==> config.mk <==
export PLATFORM = sky130hd
export DESIGN_NAME = mem_arbiter
export DESIGN_NICKNAME = d
export VERILOG_FILES = /design/src/rtl/mem_arbiter.sv
export SDC_FILE = /design/constraint.sdc
export NUM_CORES = 1
export LEC_CHECK = 0
export ABC_CLOCK_PERIOD_IN_PS = 3600
export BUFFER_PORTS_ARGS = -buffer_cell sky130_fd_sc_hd__buf_2
export CORE_AREA = 2 2 94 96
export DETAILED_ROUTE_END_ITERATION = 7
export DIE_AREA = 0 0 96 98
export GPL_TIMING_DRIVEN = 1
export PLACE_DENSITY = 0.8
export RECOVER_POWER = 50
export SYNTH_ARGS = -nofsm -noshare
export SYNTH_HDL_FRONTEND = slang
export SYNTH_SLANG_ARGS = --single-unit
==> constraint.sdc <==
create_clock -name clk -period 3.6 [get_ports clk]
set_input_delay 0.18 -clock clk [delete_from_list [all_inputs] [get_ports clk]]
set_output_delay 0.18 -clock clk [all_outputs]
set_load 0.02 [all_outputs]
==> src/rtl/mem_arbiter.sv <==
// Two-requester (IFU/LSU) arbiter onto a single memory port, one transaction in flight.
// Define MEM_ARB_ROUND_ROBIN_EN for round-robin tie-breaking; otherwise the LSU wins ties.
module mem_arbiter (
  input  logic        clk,
  input  logic        reset,
  input  logic        ifu_req_valid,
  output logic        ifu_req_ready,
  input  logic [31:0] ifu_addr,
  output logic        ifu_resp_valid,
  input  logic        lsu_req_valid,
  output logic        lsu_req_ready,
  input  logic [31:0] lsu_addr,
  input  logic        lsu_wen,
  input  logic [31:0] lsu_wdata,
  input  logic [3:0]  lsu_wmask,
  output logic        lsu_resp_valid,
  output logic [31:0] resp_rdata,
  output logic        mem_req_valid,
  input  logic        mem_req_ready,
  output logic [31:0] mem_addr,
  output logic        mem_wen,
  output logic [31:0] mem_wdata,
  output logic [3:0]  mem_wmask,
  input  logic        mem_resp_valid,
  input  logic [31:0] mem_rdata
);
  typedef enum logic [1:0] {IDLE, REQ, WAIT} state_t;

  typedef struct packed {
    logic [31:0] addr;
    logic        wen;
    logic [31:0] wdata;
    logic [3:0]  wmask;
  } mem_req_t;

  localparam logic OWN_IFU = 1'b0;
  localparam logic OWN_LSU = 1'b1;

  state_t   state, state_nxt;
  mem_req_t req_q;
  logic     last_grant;  // also the owner id of the outstanding transaction
  logic     grant_ifu, grant_lsu;
  logic     resp_hit;

  // Grants are held low during reset so no request is acknowledged but dropped.
  always_comb begin
    grant_ifu = 1'b0;
    grant_lsu = 1'b0;
    if (state == IDLE && !reset) begin
`ifdef MEM_ARB_ROUND_ROBIN_EN
      if (ifu_req_valid && lsu_req_valid) begin
        grant_ifu = (last_grant == OWN_LSU);
        grant_lsu = (last_grant == OWN_IFU);
      end else begin
        grant_ifu = ifu_req_valid;
        grant_lsu = lsu_req_valid;
      end
`else
      grant_lsu = lsu_req_valid;
      grant_ifu = ifu_req_valid && !lsu_req_valid;
`endif
    end
  end

  always_ff @(posedge clk or posedge reset) begin
    if (reset) state <= IDLE;
    else       state <= state_nxt;
  end

  always_comb begin
    state_nxt = state;
    case (state)
      IDLE:    if (grant_ifu || grant_lsu) state_nxt = REQ;
      REQ:     if (mem_req_ready)          state_nxt = WAIT;
      WAIT:    if (mem_resp_valid)         state_nxt = IDLE;
      default:                             state_nxt = IDLE;
    endcase
  end

  always_ff @(posedge clk or posedge reset) begin
    if (reset) begin
      req_q      <= '0;
      last_grant <= OWN_LSU;
    end else if (grant_lsu) begin
      req_q      <= '{addr: lsu_addr, wen: lsu_wen, wdata: lsu_wdata, wmask: lsu_wmask};
      last_grant <= OWN_LSU;
    end else if (grant_ifu) begin
      req_q      <= '{addr: ifu_addr, wen: 1'b0, wdata: 32'h0, wmask: 4'h0};
      last_grant <= OWN_IFU;
    end
  end

  // A memory response only counts while a transaction is waiting for it.
  always_comb begin
    resp_hit       = (state == WAIT) && mem_resp_valid;
    ifu_req_ready  = grant_ifu;
    lsu_req_ready  = grant_lsu;
    mem_req_valid  = (state == REQ);
    mem_addr       = req_q.addr;
    mem_wen        = req_q.wen;
    mem_wdata      = req_q.wdata;
    mem_wmask      = req_q.wmask;
    ifu_resp_valid = resp_hit && (last_grant == OWN_IFU);
    lsu_resp_valid = resp_hit && (last_grant == OWN_LSU);
    resp_rdata     = resp_hit ? mem_rdata : 32'h0;
  end
endmodule

==> metrics, run 1 <==
status=finished with violations; failing checks=max-capacitance violations, max-slew violations; clock-pin slew on the worst setup and hold paths=0.07 ns; Worst Skew=between 0.01 and 0.015 ns; Power, Total=3.920 mW; initial antenna violation count=0; number of fill cells=794; Switch Pwr=1.696 mW; drt pass-1 iters=6; via count=3221; Synth Instances=between 200 and 300; Mapped Nets=425; Synth Area in Compound Gates=27.94%; Reg2Reg Depth=3; Worst setup SP type=flip-flop; P&R area growth vs syn=41.09%; RR Startpoint=state[0]; via density per instance=5.088; Core Area=roughly 8500 um^2; WL/cell=16.69 um; WP buf/inv=1; number of port buffers=approximately 240; initial DRC count=between 100 and 150; root buffer selected by CTS=clkbuf_8; Setup Viol. Count Final=0; commonest non-fill, non-tap cells in the layout=174 x buf_2, 71 x dfrtp_1, 70 x clkbuf_1; Hold Crit Endpoint=state[0]; Setup crit end kind=output pin; first-pass GRT wire length=between 15000 and 20000 um; Detailed Place HPWL=7882 um; post-synthesis adder-cell area fraction=0%; Hold Crit Start=mem_req_ready; NumNets Final=660; fmax=0.4370 GHz; Syn Std Cell Area=3386 um^2; DIE WIDTH=roughly 96 um; die span in y=98 um; hold path depth=2; gr ovfl total=0; RSZ-0062 raised after global routing=no; row count=34; CP max FO=14; CP max stage cell=nor4b_4; H-tree depth=3; Req. time, crit path=3.42 ns; Synth warnings=0; Final Critical Period=2.289 ns; detailed-route wire length=10560 um; Yosys reg bits=72; leading cell type in the layout, fill and taps excluded=buf_2; sequential share of power=38.4%; pwr/cell area=820.5 nW/um^2; sequential share of the synthesized area=53.25%; Finished Core Util=between 50% and 60%; syn_area_per_cell=11.84 um^2; Top delay family on crit path=simple AND/OR/NAND/NOR gates; initial core utilization=39.99%; Hold Path Class=in -> reg; Post-route DRC=0; CTS tree=yes; largest net degree at the start of global routing=51; mux cell area share after synthesis=0%; Post-CTS Repair Setup Buffers=0; Slew Viols, Final=51; Fin. Hold Viols=0; cell-internal power=roughly 2.2 mW; Max Cap Viol=1; switch share=between 40% and 50%; cells along the critical path=nor4b_4 -> buf_2; type of the worst setup path=reg -> out; Num CTS Buffers=9; FF/Latch Area=1803 um^2; Static Leak=between 2 and 2.5 nW; period utilization=63.57%; CP arrival=2.11 ns; gr usage total=~22%; Longest Clk Path Bufs=2; Antenna Nets Post-Route=0; die area=9408 um^2; Slew headroom=-23.42%; n_diodes=0; clock share of power=about 18%; layout cells sized above 1=a little over two fifths; area of the multi-input gates=between 1000 and 1500 um^2; max incr delay on CP=roughly 1 ns; routability cong.=0.8516; post-cts hold buffer count=0; vias in the first global route=3266; IO Count=245; Reg2Reg Capture Point=mem_wdata[25]; # resized after CTS=0; Synth cell types=26; post-synthesis xor/xnor area fraction=0%; Clock Sinks=72; VDD IR max=about 0.38 mV; Worst R2R Setup Slack=1.48 ns; Comb pwr share=43.7%; Clk Latency, worst-skew pair=0.34 ns; Simple-Gate Fraction of Synth Area=13.41%; setup TNS=0 ns; main combinational cell family by area after synthesis=compound AO/OA/AOI/OAI gates; measured slew at the worst slew-check pin=1.849 ns
[worst max path at each step]
stage	start	endpoint	slack [ns]	cells after the start
final	state[0]	lsu_req_ready	1.31	2
after global placement	state[0]	mem_wdata[0]	1.56	3
after global routing	state[0]	lsu_req_ready	1.23	2
after CTS	state[0]	lsu_req_ready	1.28	2
after floorplan	reset	mem_addr[0]	1.60	1
after detailed placement	state[0]	mem_wdata[0]	1.46	3
[synth_stat cells (all sizes together)]
master	instances	area, um^2
nor4b	2	38.78
and2	43	269.0
a22o	37	324.1
nand2b	2	12.51
dfstp	1	26.28
a21o	1	7.510
nand2	24	90.09
or3	1	6.260
inv	4	15.01
o2bb2ai	10	87.58
nor3	2	15.01
a31oi	10	62.56
nand4	1	6.260
nand3	1	5.000
nor2	3	11.26
dfrtp	71	1777
buf	13	115.1
a32oi	21	183.9
clkbuf	14	52.55
a22oi	22	265.3
o21ai	3	15.01
[sequential cells by signal (all words and copies together) (netlist names)]
register    count
mem_addr       32
mem_wdata      32
mem_wmask       4
state           2
last_grant      1
mem_wen         1
[power groups by stage]
stage	combinational [mW]	sequential, mW	clock, mW
6_report	1.71	1.51	0.701
5_1_grt	1.84	1.56	0.752
4_1_cts	1.84	1.49	0.716
3_5_place_dp	1.85	1.49	0
3_3_place_gp	1.80	1.48	0
2_1_floorplan	0.735	1.94	0
[layout make-up]
cell class | instances | area share (%)
multi-input combinational | 183 | 29.73
inverter | 4 | 0.3143
timing repair buffer | 251 | 24.83
clock inverter | 6 | 1.964
tap | 108 | 2.829
sequential | 72 | 37.74
clock buffer | 9 | 2.593
[metal layers]
layer  part of all wire [%]  global-route usage, %
met1                     39                  26.57
met2                     52                  39.48
met3                    6.5                  4.244
met5                      0                      0
met4                    2.5                  8.791
[cells by family after synthesis]
family	Yosys count
AND/OR/NAND/NOR	79
buffers and inverters	31
AO/OA/AOI/OAI	104
flip-flops	72
[per-stage QoR]
stage               std cells  hold WS (ns)  cell area [um^2]  worst slack, ns
detailed placement        618        0.3938              4647            1.465
CTS                       633       0.03280              4865            1.275
finish                    633       0.04390              4777            1.312
global placement          618        0.3791              4647            1.563
floorplan                 286        0.2716              3386            1.597
global route              633       0.03828              4777            1.230
[worst register-to-register path, delay by kind of cell (launching register included)]
kind / cells / cell delay [ns]
compound gates: 1 / 0.19
buf+inv: 1 / 0.42
flops: 1 / 0.48
simple gates: 1 / 0.98
(Power assumes the default switching activity.)
==> inputs of run 2 (changes only) <==
==> config.mk (replaced) <==
export PLATFORM = sky130hd
export DESIGN_NAME = mem_arbiter
export DESIGN_NICKNAME = d
export VERILOG_FILES = /design/src/rtl/mem_arbiter.sv
export SDC_FILE = /design/constraint.sdc
export NUM_CORES = 1
export LEC_CHECK = 0
export ABC_CLOCK_PERIOD_IN_PS = 1950
export BUFFER_PORTS_ARGS = -buffer_cell sky130_fd_sc_hd__buf_2
export CORE_UTILIZATION = 37
export DETAILED_ROUTE_END_ITERATION = 7
export GPL_TIMING_DRIVEN = 1
export PLACE_DENSITY = 0.77
export RECOVER_POWER = 50
export SYNTH_ARGS = -nofsm -noshare
export SYNTH_HDL_FRONTEND = slang
export SYNTH_SLANG_ARGS = --single-unit
==> constraint.sdc (replaced) <==
create_clock -name clk -period 1.95 [get_ports clk]
set_input_delay 0.0975 -clock clk [delete_from_list [all_inputs] [get_ports clk]]
set_output_delay 0.0975 -clock clk [all_outputs]
set_load 0.02 [all_outputs]
==> run 2 against run 1 <==
  * Largest cell class is now non-clock buffers
  * Core utilization grew 7.7 points
  * Sequential share of layout area fell by 5.8 points
  * Critical path depth rose by 3
  * Global-route usage rose by 3.9 points
  * Flip-flop and latch count is the same
  * Clock skew is 0.0034 ns lower
  * Combinational power is 100% higher
  * Clock-buffer cell count unchanged
  * Sequential power is 86% higher
  * Clock power increased by 67%
  * The run ends with design-rule violations left
  * Largest power group unchanged
  * Wire length increased by 18%
  * Final cell count is 14% higher
==> metrics, run 2 (same netlist as run 1, synthesis figures left out) <==
initial core utilization=38.45%; Reg2Reg Depth=3; detailed-route wire length=between 10000 and 15000 um; Power, Total=7.442 mW; pwr/cell area=1318 nW/um^2; Worst R2R Setup Slack=0.31 ns; Post-route DRC=18; routability cong.=between 0.8 and 0.9; via density per instance=5.256; CTS tree=yes; RR Startpoint=state[0]; FF/Latch Area=~1800 um^2; vias in the first global route=~4000; Core Area=between 8000 and 9000 um^2; Clk Latency, worst-skew pair=approximately 0.35 ns; placed insts=623; Antenna Nets Post-Route=0; Static Leak=2.810 nW; CP max FO=22; Req. time, crit path=1.85 ns; Longest Clk Path Bufs=2; max incr delay on CP=0.47 ns; root buffer selected by CTS=clkbuf_8; initial DRC count=184; die span in y=97.66 um; measured slew at the worst slew-check pin=1.239 ns; Slew headroom=around 17%; Final Critical Period=1.805 ns; CP arrival=about 1.7 ns; H-tree depth=3; Top delay family on crit path=simple AND/OR/NAND/NOR gates; IO Count=245; Num CTS Buffers=9; clock-pin slew on the worst setup and hold paths=0.08 ns; VDD IR max=~0.53 mV; WL/cell=about 17 um; Fin. Hold Viols=0; number of port buffers=~240; RSZ-0062 raised after global routing=no; Reg2Reg Capture Point=mem_wmask[3]; Setup Viol. Count Final=0; Worst Skew=0.01142 ns; period utilization=92.57%; gr ovfl total=0; commonest non-fill, non-tap cells in the layout=192 x buf_2, 80 x dlygate4sd3_1, 69 x dfrtp_1; failing checks=design-rule violations; fmax=0.5540 GHz; die area=9537 um^2; Max Cap Viol=0; CP Depth=5; placed cell area=4722 um^2; post-layout instance area=between 5000 and 6000 um^2; largest net degree at the start of global routing=49; row count=34; Clock Sinks=72; type of the worst setup path=reg -> out; Slew Viols, Final=0; status=finished with violations; Hold Crit Start=ifu_addr[17]; hold_ws=0.01573 ns; Hold Crit Endpoint=mem_addr[17]; NumNets Final=745; hold path depth=3; Setup crit end kind=output pin; first-pass GRT wire length=19640 um; leading cell type in the layout, fill and taps excluded=buf_2; Worst setup SP type=flip-flop; number of fill cells=about 730; Finished Layout Cells=between 700 and 800; area of the multi-input gates=1420 um^2; Detailed Place HPWL=~8000 um; cells along the critical path=nand2b_1 -> nor2_1 -> buf_4 -> and2_1 -> buf_2; DIE WIDTH=between 90 and 100 um; P&R area growth vs syn=66.81%; WP buf/inv=2; via count=3784; CP max stage cell=dfrtp_2; drt pass-1 iters=7; gr usage total=26.40%; layout cells sized above 1=40.43%; setup TNS=0 ns; initial antenna violation count=1; Hold Path Class=in -> reg
[run 2: cell count changes in the layout (fill, tap and decap cells not counted), sizes merged]
cell / change
inv: +5
dlygate4sd3: +80
clkinv: -1
buf: +21
clkinvlp: -1
diode: +1
clkbuf: -16
bufinv: -2
[run 2: worst max path at each step]
stage | endpoint | from | slack (ns)
2_1_floorplan | mem_addr[0] | reset | 0.03
3_3_place_gp | mem_wdata[0] | state[0] | 0.38
3_5_place_dp | state[0] | ifu_req_valid | 0.31
4_1_cts | resp_rdata[24] | state[0] | 0.08
5_1_grt | resp_rdata[20] | state[0] | 0.009
6_report | resp_rdata[20] | state[0] | 0.14
[run 2: area by class of cell]
cell class,count,area share (%)
Antenna cell,1,0.04431
Clock buffer,9,2.193
Clock inverter,7,1.174
Inverter,4,0.2658
Multi-Input combinational cell,183,25.14
Sequential cell,72,31.97
Tap cell,108,2.393
Timing Repair Buffer,336,36.82
[run 2: tightest hold or removal path, stage by stage]
cell,delay [ns]
buf_2,0.08
a32oi_1,0.08
nand2_1,0.06
[run 2: per-layer routing]
layer	routed length (um)	global-route usage, %	share of wire, %
met3	703	3.885	5.6
met4	617	18.53	4.9
met5	0	0	0
met1	4518	27.66	36
met2	6657	48.28	53
[run 2: through the flow]
| step | utilization [%] | worst slack, ns |
|---|---|---|
| after global routing | 64.14 | 0.009374 |
| after CTS | 64.88 | 0.07754 |
| after detailed placement | 53.62 | 0.3128 |
| after floorplan | - | 0.02924 |
| after global placement | 53.62 | 0.3789 |
| final | 64.14 | 0.1449 |
[run 2: repair_timing]
item                                    4_1_cts  5_1_grt
endpoints found under the hold margin       132        0
endpoints found under the setup margin        0       15
hold buffers                                 80        0
setup buffers                                 0        0
resized for setup                             0        2
[run 2: power by group]
| group | total [mW] | internal [mW] | switching (mW) |
|---|---|---|---|
| combinational | 3.46 | 1.35 | 2.10 |
| sequential | 2.81 | 2.23 | 0.584 |
| clock | 1.17 | 0.503 | 0.671 |
==> inputs of run 3 (changes only) <==
--- a/config.mk
+++ b/config.mk
@@ -12,6 +12,7 @@
 export GPL_TIMING_DRIVEN = 1
 export PLACE_DENSITY = 0.77
 export RECOVER_POWER = 50
+export REMOVE_ABC_BUFFERS = 1
 export SYNTH_ARGS = -nofsm -noshare
 export SYNTH_HDL_FRONTEND = slang
 export SYNTH_SLANG_ARGS = --single-unit
==> run 3 against run 2 <==
  * Maximum frequency grew 1.2%
  * Global-route usage shrank 2.2 points
  * Setup slack gained 0.021 ns
  * The flow still finishes with violations (design-rule violations)
  * Final area shrank 1.4%
  * Register-to-register slack lost 0.12 ns
  * Clock power shrank 6%
  * Worst hold slack gained 0.0040 ns
  * Flip-flop and latch count is the same
==> metrics, run 3 (same netlist as run 1, synthesis figures left out) <==
initial DRC count=159; Clk Latency, worst-skew pair=about 0.33 ns; CP max stage cell=dfrtp_2; Setup crit end kind=output pin; commonest non-fill, non-tap cells in the layout=190 x buf_2, 76 x dlygate4sd3_1, 70 x dfrtp_1; Worst Skew=0.01003 ns; post-layout instance area=between 5000 and 6000 um^2; placed cell area=~4700 um^2; CP max FO=33; number of fill cells=701; leading cell type in the layout, fill and taps excluded=buf_2; H-tree depth=3; CTS tree=yes; WL/cell=approximately 16 um; Antenna Nets Post-Route=0; Finished Core Util=between 60% and 70%; n_diodes=0; die span in y=roughly 100 um; Slew headroom=between 10 and 15%; status=finished with violations; largest net degree at the start of global routing=73; failing checks=design-rule violations; initial antenna violation count=1; type of the worst setup path=reg -> out; vias in the first global route=~3800; row count=34; period utilization=between 90% and 100%; Longest Clk Path Bufs=2; DIE WIDTH=97.66 um; Setup Viol. Count Final=0; CP arrival=1.69 ns; P&R area growth vs syn=64.45%; placed insts=621; Fin. Hold Viols=0; Finished Layout Cells=713; Req. time, crit path=1.85 ns; die area=9537 um^2; RSZ-0062 raised after global routing=no; layout cells sized above 1=40.17%; via count=3619; Power, Total=7.273 mW; fmax=0.5604 GHz; root buffer selected by CTS=clkbuf_8; number of port buffers=244; area of the multi-input gates=roughly 1400 um^2; Final Critical Period=1.784 ns; detailed-route wire length=11480 um; gr ovfl total=0; IO Count=245; drt pass-1 iters=7; gr usage total=around a quarter; pwr/cell area=1306 nW/um^2; Clock Sinks=a little over 70; Static Leak=2.762 nW; Core Area=8806 um^2; routability cong.=0.7897; Num CTS Buffers=9; Max Cap Viol=0; max incr delay on CP=0.47 ns; FF/Latch Area=1804 um^2; measured slew at the worst slew-check pin=1.271 ns; NumNets Final=739; Worst setup SP type=flip-flop; Post-CTS Repair Setup Buffers=0; via density per instance=5.076; VDD IR max=0.6963 mV; Hold Path Class=in -> reg; Slew Viols, Final=0; first-pass GRT wire length=18200 um; Detailed Place HPWL=7203 um; Post-route DRC=24; initial core utilization=38.45%; clock-pin slew on the worst setup and hold paths=0.08 ns; cells along the critical path=nand2b_1 -> nor2_1 -> buf_6 -> and2_1 -> buf_2
-- run 3: changes by cell type in the layout (fill, tap and decap cells not counted), moves of 2 or more --
cell | previous run | this run
inv_6 | 5 | 2
clkbuf_2 | 2 | 0
clkinvlp_4 | 0 | 3
buf_12 | 3 | 1
dlygate4sd3_1 | 80 | 76
buf_2 | 192 | 190
clkbuf_1 | 52 | 54
-- run 3: timing repair --
item	4_1_cts	5_1_grt
hold buffers	76	0
endpoints found under the hold margin	131	0
setup endpoints to repair	0	30
resized for setup	0	2
-- run 3: stage by stage --
stage | setup WS, ns | hold WS (ns) | setup TNS [ns]
global route | 0.02801 | 0.003982 | 0
CTS | 0.08238 | 0.0003325 | 0
global placement | 0.2637 | 0.2811 | 0
finish | 0.1656 | 0.01978 | 0
floorplan | -1.004 | 0.1891 | -57.73
detailed placement | 0.2125 | 0.2959 | 0
-- run 3: layer usage --
metal	part of all wire, %	track usage, %	up-vias
met5	0.11	0	-
met4	2.0	9.207	2
met3	7.3	6.475	28
met2	49	41.13	173
met1	42	29.15	1714
li1	-	-	1702
-- run 3: critical path, delay by kind of cell, from the launching register on --
family,cells,cell delay [ns]
and+or+nand+nor,3,0.50
DFF,1,0.47
buffers and inverters,2,0.38
-- run 3: final timing paths --
path	slack (ns)	to	startpoint	cells after the start
max in group asynchronous	0.51	state[0]	reset	4
worst max-delay path	0.17	resp_rdata[20]	state[0]	5
worst max register to register	0.19	mem_wdata[6]	state[1]	3
min in group asynchronous	0.79	mem_addr[2]	reset	4
worst min-delay path	0.02	mem_addr[22]	ifu_addr[22]	3
worst min register to register	0.49	mem_addr[1]	mem_addr[1]	1
-- run 3: final cells by class --
cell class,count,area share [%]
Clock buffer,9,2.225
Clock inverter,7,1.124
Inverter,4,0.2697
Multi-Input combinational cell,183,25.53
Sequential cell,72,32.40
Tap cell,108,2.427
Timing Repair Buffer,330,36.02
-- run 3: power by group --
| part | internal, mW | total, mW | switching (mW) |
|---|---|---|---|
| clock network | 0.488 | 1.10 | 0.612 |
| registers | 2.23 | 2.79 | 0.563 |
| logic | 1.32 | 3.38 | 2.06 |
| total | 4.03 | 7.27 | 3.24 |
